[src/rtl/feed_scheduler.sv]
// rtl/feed_scheduler.sv - food outlet sequencer: manual/schedule arbitration, portion timing, cooldown, lockout
// Optional feature: define PORTION_CFG_EN to add cfg_portion, a load-time override of the portion length.
module feed_scheduler #(
  parameter int unsigned PORTION_TICKS  = 10,
  parameter int unsigned COOLDOWN_TICKS = 20,
  parameter int unsigned MAX_FEEDS      = 8,
  parameter int unsigned FEED_CNT_W     = 4
) (
  input  logic                  clock,
  input  logic                  reset,
  input  logic                  tick,
  input  logic [15:0]           cfg_interval,
  input  logic                  cfg_load,
  input  logic                  sched_en,
  input  logic                  manual_req,
  input  logic                  stop_req,
  input  logic                  refill,
`ifdef PORTION_CFG_EN
  input  logic [3:0]            cfg_portion,
`endif
  output logic                  food_switch,
  output logic                  busy,
  output logic [1:0]            grant_src,
  output logic [FEED_CNT_W-1:0] feeds_done,
  output logic                  limit_hit
);

  typedef enum logic [1:0] {IDLE, POUR, COOLDOWN, LOCKED} state_t;

  localparam logic [15:0]           PORTION_LEN = 16'(PORTION_TICKS);
  localparam logic [15:0]           COOL_LAST   = 16'(COOLDOWN_TICKS - 1);
  localparam logic [FEED_CNT_W-1:0] FEED_LIMIT  = FEED_CNT_W'(MAX_FEEDS);
  localparam logic [FEED_CNT_W-1:0] FEED_SAT    = {FEED_CNT_W{1'b1}};

  state_t                state, state_nxt;
  logic [15:0]           interval_q, interval_nxt;
  logic [15:0]           int_cnt, int_cnt_nxt;
  logic [15:0]           por_cnt, por_cnt_nxt;
  logic [15:0]           cool_cnt, cool_cnt_nxt;
  logic                  man_pend, man_pend_nxt;
  logic                  sched_pend, sched_pend_nxt;
  logic [FEED_CNT_W-1:0] feeds, feeds_nxt;
  logic [1:0]            grant_q, grant_nxt;
  logic                  expire;
  logic [15:0]           plen;

`ifdef PORTION_CFG_EN
  logic [3:0] portion_q, portion_nxt;
  assign portion_nxt = cfg_load ? cfg_portion : portion_q;
  assign plen        = (portion_q != 4'd0) ? {12'd0, portion_q} : PORTION_LEN;

  always_ff @(posedge clock) begin
    if (reset) portion_q <= 4'd0;
    else       portion_q <= portion_nxt;
  end
`else
  assign plen = PORTION_LEN;
`endif

  always_ff @(posedge clock) begin
    if (reset) begin
      state      <= IDLE;
      interval_q <= '0;
      int_cnt    <= '0;
      por_cnt    <= '0;
      cool_cnt   <= '0;
      man_pend   <= 1'b0;
      sched_pend <= 1'b0;
      feeds      <= '0;
      grant_q    <= 2'b00;
    end else begin
      state      <= state_nxt;
      interval_q <= interval_nxt;
      int_cnt    <= int_cnt_nxt;
      por_cnt    <= por_cnt_nxt;
      cool_cnt   <= cool_cnt_nxt;
      man_pend   <= man_pend_nxt;
      sched_pend <= sched_pend_nxt;
      feeds      <= feeds_nxt;
      grant_q    <= grant_nxt;
    end
  end

  always_comb begin
    expire         = 1'b0;
    interval_nxt   = interval_q;
    int_cnt_nxt    = int_cnt;
    man_pend_nxt   = man_pend;
    sched_pend_nxt = sched_pend;
    state_nxt      = state;
    grant_nxt      = grant_q;
    por_cnt_nxt    = por_cnt;
    cool_cnt_nxt   = cool_cnt;
    feeds_nxt      = refill ? '0 : feeds;

    // Interval timer: a load restarts the period; lockout parks it at zero.
    if (cfg_load) begin
      interval_nxt = cfg_interval;
      int_cnt_nxt  = '0;
    end else if (state == LOCKED) begin
      int_cnt_nxt = '0;
    end else if (tick && sched_en && (interval_q != 16'd0)) begin
      if (int_cnt == interval_q - 16'd1) begin
        int_cnt_nxt = '0;
        expire      = 1'b1;
      end else begin
        int_cnt_nxt = int_cnt + 16'd1;
      end
    end

    if ((state == IDLE) || (state == COOLDOWN)) begin
      if (stop_req) begin
        man_pend_nxt   = 1'b0;
        sched_pend_nxt = 1'b0;
      end else begin
        if (manual_req) man_pend_nxt = 1'b1;
        if (expire)     sched_pend_nxt = 1'b1;
      end
    end else begin
      man_pend_nxt   = 1'b0;
      sched_pend_nxt = 1'b0;
    end

    case (state)
      IDLE: begin
        if (!stop_req && (man_pend || sched_pend)) begin
          state_nxt      = POUR;
          grant_nxt      = man_pend ? 2'b01 : 2'b10;
          man_pend_nxt   = 1'b0;
          sched_pend_nxt = 1'b0;
          por_cnt_nxt    = '0;
          if (refill)                 feeds_nxt = FEED_CNT_W'(1);
          else if (feeds != FEED_SAT) feeds_nxt = feeds + FEED_CNT_W'(1);
        end
      end
      POUR: begin
        if (stop_req || (tick && (por_cnt == plen - 16'd1))) begin
          state_nxt    = COOLDOWN;
          grant_nxt    = 2'b00;
          por_cnt_nxt  = '0;
          cool_cnt_nxt = '0;
        end else if (tick) begin
          por_cnt_nxt = por_cnt + 16'd1;
        end
      end
      COOLDOWN: begin
        if (tick) begin
          if (cool_cnt == COOL_LAST) begin
            cool_cnt_nxt = '0;
            state_nxt    = (!refill && (feeds == FEED_LIMIT)) ? LOCKED : IDLE;
          end else begin
            cool_cnt_nxt = cool_cnt + 16'd1;
          end
        end
      end
      LOCKED: begin
        if (refill) state_nxt = IDLE;
      end
      default: state_nxt = IDLE;
    endcase
  end

  assign food_switch = (state == POUR);
  assign busy        = (state != IDLE);
  assign limit_hit   = (state == LOCKED);
  assign grant_src   = grant_q;
  assign feeds_done  = feeds;

endmodule

[config.mk]
export PLATFORM = sky130hd
export DESIGN_NAME = feed_scheduler
export DESIGN_NICKNAME = d
export VERILOG_FILES = /design/src/rtl/feed_scheduler.sv
export SDC_FILE = /design/constraint.sdc
export NUM_CORES = 1
export LEC_CHECK = 0
export BUFFER_PORTS_ARGS = -buffer_cell sky130_fd_sc_hd__buf_2
export CORE_ASPECT_RATIO = 1.75
export CORE_MARGIN = 4
export CORE_UTILIZATION = 38
export DETAILED_ROUTE_END_ITERATION = 6
export PLACE_DENSITY = 0.64
export SKIP_CTS_REPAIR_TIMING = 1
export SYNTH_ARGS = -nofsm -noshare
export SYNTH_HDL_FRONTEND = slang
export SYNTH_SLANG_ARGS = --single-unit
export TNS_END_PERCENT = 10
[constraint.sdc]
create_clock -name clock -period 3.08 [get_ports clock]
set_clock_uncertainty 0.15 [all_clocks]
set_input_delay 0.616 -clock clock [delete_from_list [all_inputs] [get_ports clock]]
set_output_delay 0.616 -clock clock [all_outputs]
set_load 0.02 [all_outputs]
Word level (Yosys, flattened, before mapping)
Index checks and enable logic that the tools add are counted.
{ "word_totals": {"register_bits": 74, "out_inout_bits": 9, "wordCells": 87, "input_bits": 24} }
{ "op_classes": {"n_eq_ne": 14, "muxes": 39, "addsub": 5, "n_reduce_logical": 20} }
{ "ops": {"columns": ["cell", "count"], "rows": [
  ["$mux W16", 7],
  ["$pmux W16 S2", 2],
  ["$add A16 B1 Y16 const B", 3],
  ["$mux W4", 5],
  ["$mux W2", 9],
  ["$eq A16 B16 Y1", 1],
  ["$eq A16 B4 Y1 const B", 1],
  ["$eq A16 B5 Y1 const B", 1],
  ["$reduce_bool A16 Y1", 1],
  ["$sub A16 B1 Y16 const B", 1],
  ["$mux W1", 14],
  ["$reduce_and A3 Y1", 3],
  ["$pmux W2 S4", 1],
  ["$ne A2 B1 Y1 const B", 3],
  ["$reduce_bool A2 Y1", 3],
  ["$logic_and A1 B1 Y1", 5],
  ["$reduce_and A5 Y1", 1],
  ["$add A4 B1 Y4 const B", 1],
  ["$eq A2 B2 Y1 const B", 2],
  ["$eq A4 B4 Y1 const B", 1],
  ["$ne A2 B2 Y1 const B", 2],
  ["$ne A4 B4 Y1 const B", 1],
  ["$pmux W2 S2", 1],
  ["$logic_or A1 B1 Y1", 3],
  ["other kinds (5)", 6]
]} }

Depth between registers and ports, before layout
{ "logic_depth": {"word_depth": 11, "ltp_mapped": 11, "ltp_nobuf": 8} }

Least setup slack after synthesis
OpenSTA, ideal clock, no wires.
{ "synth_timing": {"kind": "reg2reg", "from": "reg interval_q[0]", "to": "reg int_cnt[11]", "n_path_buf": 3, "path_stages_with_launch": 12, "arrival_time_ns": 2.418, "setup_time_ns": 0.115, "synth_period_minus_slack_ns": 2.683, "required_ns": 2.815, "path_slack_ns": 0.397, "cell_sequence": "dfxtp_1 -> clkbuf_1 -> inv_1 -> ha_1 -> clkbuf_1 -> nor4b_1 -> and3_1 -> nor2_1 -> or3_4 -> o41ai_4 -> buf_6 -> nor2_1"} }
{ "synth_via": {"elab_chain_cells": 3, "word_cells_on_any_way": 5, "classes_between": "add/sub (1); eq/ne (1); mux (1); reduce/logical (2)"} }
{ "synth_lines": {"columns": ["element", "line_no", "rtl"], "rows": [
  ["start: declaration", "36", "logic [15:0] interval_q, interval_nxt;"],
  ["start signal: assignment", "73", "interval_q <= interval_nxt;"],
  ["$sub A16 B1 Y16", "103", "if (int_cnt == interval_q - 16'd1) begin"],
  ["$eq A16 B16 Y1", "103", null],
  ["$mux W16", "103", null],
  ["end signal: assignment", "74", "int_cnt <= int_cnt_nxt;"],
  ["end: declaration", "37", "logic [15:0] int_cnt, int_cnt_nxt;"]
]} }
Several ways; a longest one is shown, not always the timed one.
A chain may end at the register's enable or synchronous reset.

Final worst setup path
{ "layout_timing": {"from": "reg interval_q[7]", "to": "reg int_cnt[3]"} }
Same word-level chain as after synthesis.

==> reports/results.tsv <==
stage	metric	value	unit
outcome	outcome	finished clean	
setup_path	worst_setup_path_endpoint	int_cnt[3]	
setup_path	worstPathMaxFanout	16	
timing	grt_setup_unrepaired	false	
synthesis	yosys.cell_types.count	53	
timing	final-max-slew-violation-count	0	
clock_tree	cts_tree	yes	
setup_path	timing.critical_path.from	interval_q[7]	
placed_design	portBuffers	32	
synthesis	synthesis.yosys.warnings	0	
routing	route.vias.total	3543	
timing	clock.fmax	347.3	MHz
timing	finalSetupTns	0	ns
clock_tree	cts_sinks	74	
finish	antenna_cells	0	
synthesis	postSynthCellCount	483	
die	die_w	85.58	µm
timing	finalHoldWorstSlack	0.3089	ns
setup_path	rr_endpoint	int_cnt[3]	
min_path	hold_class	flop to flop	
die	boundaryPins	33	
setup_path	timing.setup.critical_path_class	flop to flop	
timing	setup_viol_count_final	0	
routing	remaining_drc_errors	0	
timing	tightestPinTransition	0.8134	ns
clock_tree	number_of_buffers_created_by_cts	9	
setup_path	critical_register_to_register_path_startpoint	interval_q[7]	
routing	detail_route.wirelength	9884	µm
synthesis	synth-seq-cells	74	
routing	count_of_nets_left_with_antenna_violations_after_detail_routing	0	
setup_path	cp_cell_sequence	nor4_1 -> and4b_1 -> o21ai_1 -> or3_4 -> o41ai_4 -> buf_4 -> nor2_1	
synthesis	synth-edff-count	0	
die	core_area	0.01030	mm²
timing	layout_worst_path_cycle_share	0.9347	
power_and_ir_drop	leakage	1.788	nW
synthesis	syn_nets	514	
global_route	grt_pass1_vias	3622	
placed_design	gp_congestion	0.9053	
clock_tree	max-clock-path-buffers	2	
power_and_ir_drop	vdd_ir_drop_max	0.0003155	V
synthesis	postSynthAreaPerCell	8.287	µm²
synthesis	dominantRegCellSynth	dfxtp_1	
synthesis	synth-async-reset-ratio	0	
die	std_cell_rows	49	
routing	post_drt_via_cell_ratio	5.527	
placed_design	hpwl	7534	µm
finish	finalNetCount	540	
global_route	global_route_wire_length_before_repair	16630	µm
timing	final-hold-violation-count	0	
routing	drt_first_iter_violations	166	
routing	firstDrtPassIters	4	
routing	detail_route.wl_per_cell	15.42	µm
global_route	antenna_found_initial	0	
clock_tree	worst_skew_pair_later_pin_latency	0.34	ns
setup_path	regToRegSetupSlack	0.20	ns
die	die-area	0.01230	mm²
synthesis	synth.cell_area	0.004003	mm²
clock_tree	cts_max_level	3	
timing	slew_headroom	0.4527	
timing	layout_min_cycle_time	2.879	ns
clock_tree	root_buffer	clkbuf_16	
finish	fraction_of_layout_instances_using_a_drive_strength_above_1	0.1128	
setup_path	setup.worst_path.end_class	flop	
setup_path	longest_individual_stage_delay_on_the_worst_path	0.76	ns
clock_tree	cts.reportedPaths.clkPinSlew	0.07	ns
finish	syn_to_final_growth	14.35	%
setup_path	critical_path.startpoint_type	flop	
setup_path	arrival_time_at_the_worst_endpoint	2.95	ns
synthesis	synth.yosys.seq_area_share	0.3701	
setup_path	worst_ep_required_time	3.15	ns
setup_path	critPathSlowestCell	nor4_1	
flow_run	cap_viol_max_count	0	
die	die_h	143.8	µm
global_route	grt_overflow	0	
power_and_ir_drop	ratio_of_total_power_to_cell_area	533.8	mW/mm²
die	initial_utilization	0.3886	
setup_path	r2r.worst_path.cells	7	
global_route	grt_start_max_net_pins	31	
global_route	grtUsageTotal	0.1684	
## registers in the layout, summed over array words and instances, names as in the netlist
signal / count
cool_cnt: 16
int_cnt: 16
interval_q: 16
por_cnt: 16
feeds_done: 4
grant_src: 2
state: 2
man_pend: 1
sched_pend: 1
## worst min-delay path by stage
stage / end / cells after the start / startpoint / slack, ns
global route: sched_pend / 2 / sched_pend / 0.32
finish: sched_pend / 2 / sched_pend / 0.31
global placement: sched_pend / 2 / sched_pend / 0.28
floorplan: sched_pend / 2 / sched_pend / 0.27
CTS: sched_pend / 2 / sched_pend / 0.31
detailed placement: sched_pend / 2 / sched_pend / 0.30
## kinds of logic (layout without fill, tap and decap cells)
group           Yosys count  in the layout  share of synthesized area
xor+xnor                 61             61                     0.1335
compound gates           54             54                     0.1022
fa+ha+maj                 7              7                    0.02188
buf+inv                  38             69                    0.03970
mux                      19             19                    0.04751
simple gates            230            230                     0.2851
flops                    74             74                     0.3701
## cell usage after synthesis, types with 2 or more instances
master     number  share of area
or3_1           6         0.0094
a31oi_1         3         0.0047
xor2_1         31          0.068
clkbuf_1       18          0.017
nor4_1         16          0.025
xnor2_1        30          0.066
a211o_1         2         0.0044
dfxtp_1        74           0.37
nand3b_1        3         0.0056
inv_1          15          0.014
buf_6           2         0.0056
nor2b_1         3         0.0047
a2111oi_0       3         0.0066
mux2i_1        19          0.048
nor2_1         85          0.080
nor3_1         22          0.028
ha_1            7          0.022
and3_1          9          0.014
nand2b_1        4         0.0063
buf_1           2         0.0019
nor4b_1         5          0.011
a211oi_1        3         0.0056
nor3b_1         3         0.0056
a21oi_1        13          0.016
a41oi_1         2         0.0044
nand4_1        17          0.027
o21ai_0         6         0.0075
o211a_1         3         0.0075
o211ai_1        3         0.0056
o2111ai_1       3         0.0066
nand3_1        18          0.023
nand2_1        32          0.030
## placed cells by master, fill, tap and decap left out, drive strengths merged, types with 2 or more instances in the layout
cell type  count
nand2b         4
a211oi         3
nand2         32
xnor2         30
nand3b         3
a2111oi        3
o211a          3
o21ai          7
nor2          85
buf           38
dfxtp         74
o211ai         3
o41ai          2
xor2          31
a211o          2
clkbuf        10
clkinvlp       2
nor3b          3
nand4         17
nor3          22
nor2b          3
ha             7
a21oi         13
a41oi          2
nor4b          5
a31oi          3
and3           9
inv           17
mux2i         19
nor4          16
nand3         18
o2111ai        3
or3            7
## report_power, final
group / internal, mW / leakage (nW) / total (mW) / switching (mW)
Sequential: 0.983 / 0.600 / 1.03 / 0.0499
Combinational: 0.128 / 1.04 / 0.318 / 0.189
Clock: 0.659 / 0.147 / 1.09 / 0.433
## layout make-up
class	count	area [µm²]
clock inverter	6	73.82
timing repair buffer	38	205.2
tap	127	158.9
clock buffer	10	239.0
multi-input combinational	371	2362
inverter	15	56.30
sequential	74	1481
fill	1045	5723
## critical path: cells and delay by family, from the launching register on
kind	cells	cell delay [ns]
simple gates	4	1.55
compound gates	2	0.38
buf+inv	1	0.26
flops	1	0.41
## metrics by stage
step	setup slack [ns]	power [mW]	instance area, µm²	cells	util
global placement	0.3151	1.360	4264	625	0.4140
global route	0.06018	2.553	4577	641	0.4444
finish	0.2010	2.443	4577	641	0.4444
detailed placement	0.2342	1.372	4264	625	0.4140
CTS	0.2040	2.471	4577	641	0.4444
floorplan	0.3971	1.270	4003	483	-
## per-layer routing
metal | vias up | track usage | routed length, µm
met4 | 0 | 0.09925 | 439
li1 | 1755 | - | -
met2 | 76 | 0.3180 | 5496
met3 | 31 | 0.03557 | 270
met1 | 1681 | 0.1649 | 3677
met5 | - | 0 | 0
Power figures use the tool's default switching activity.
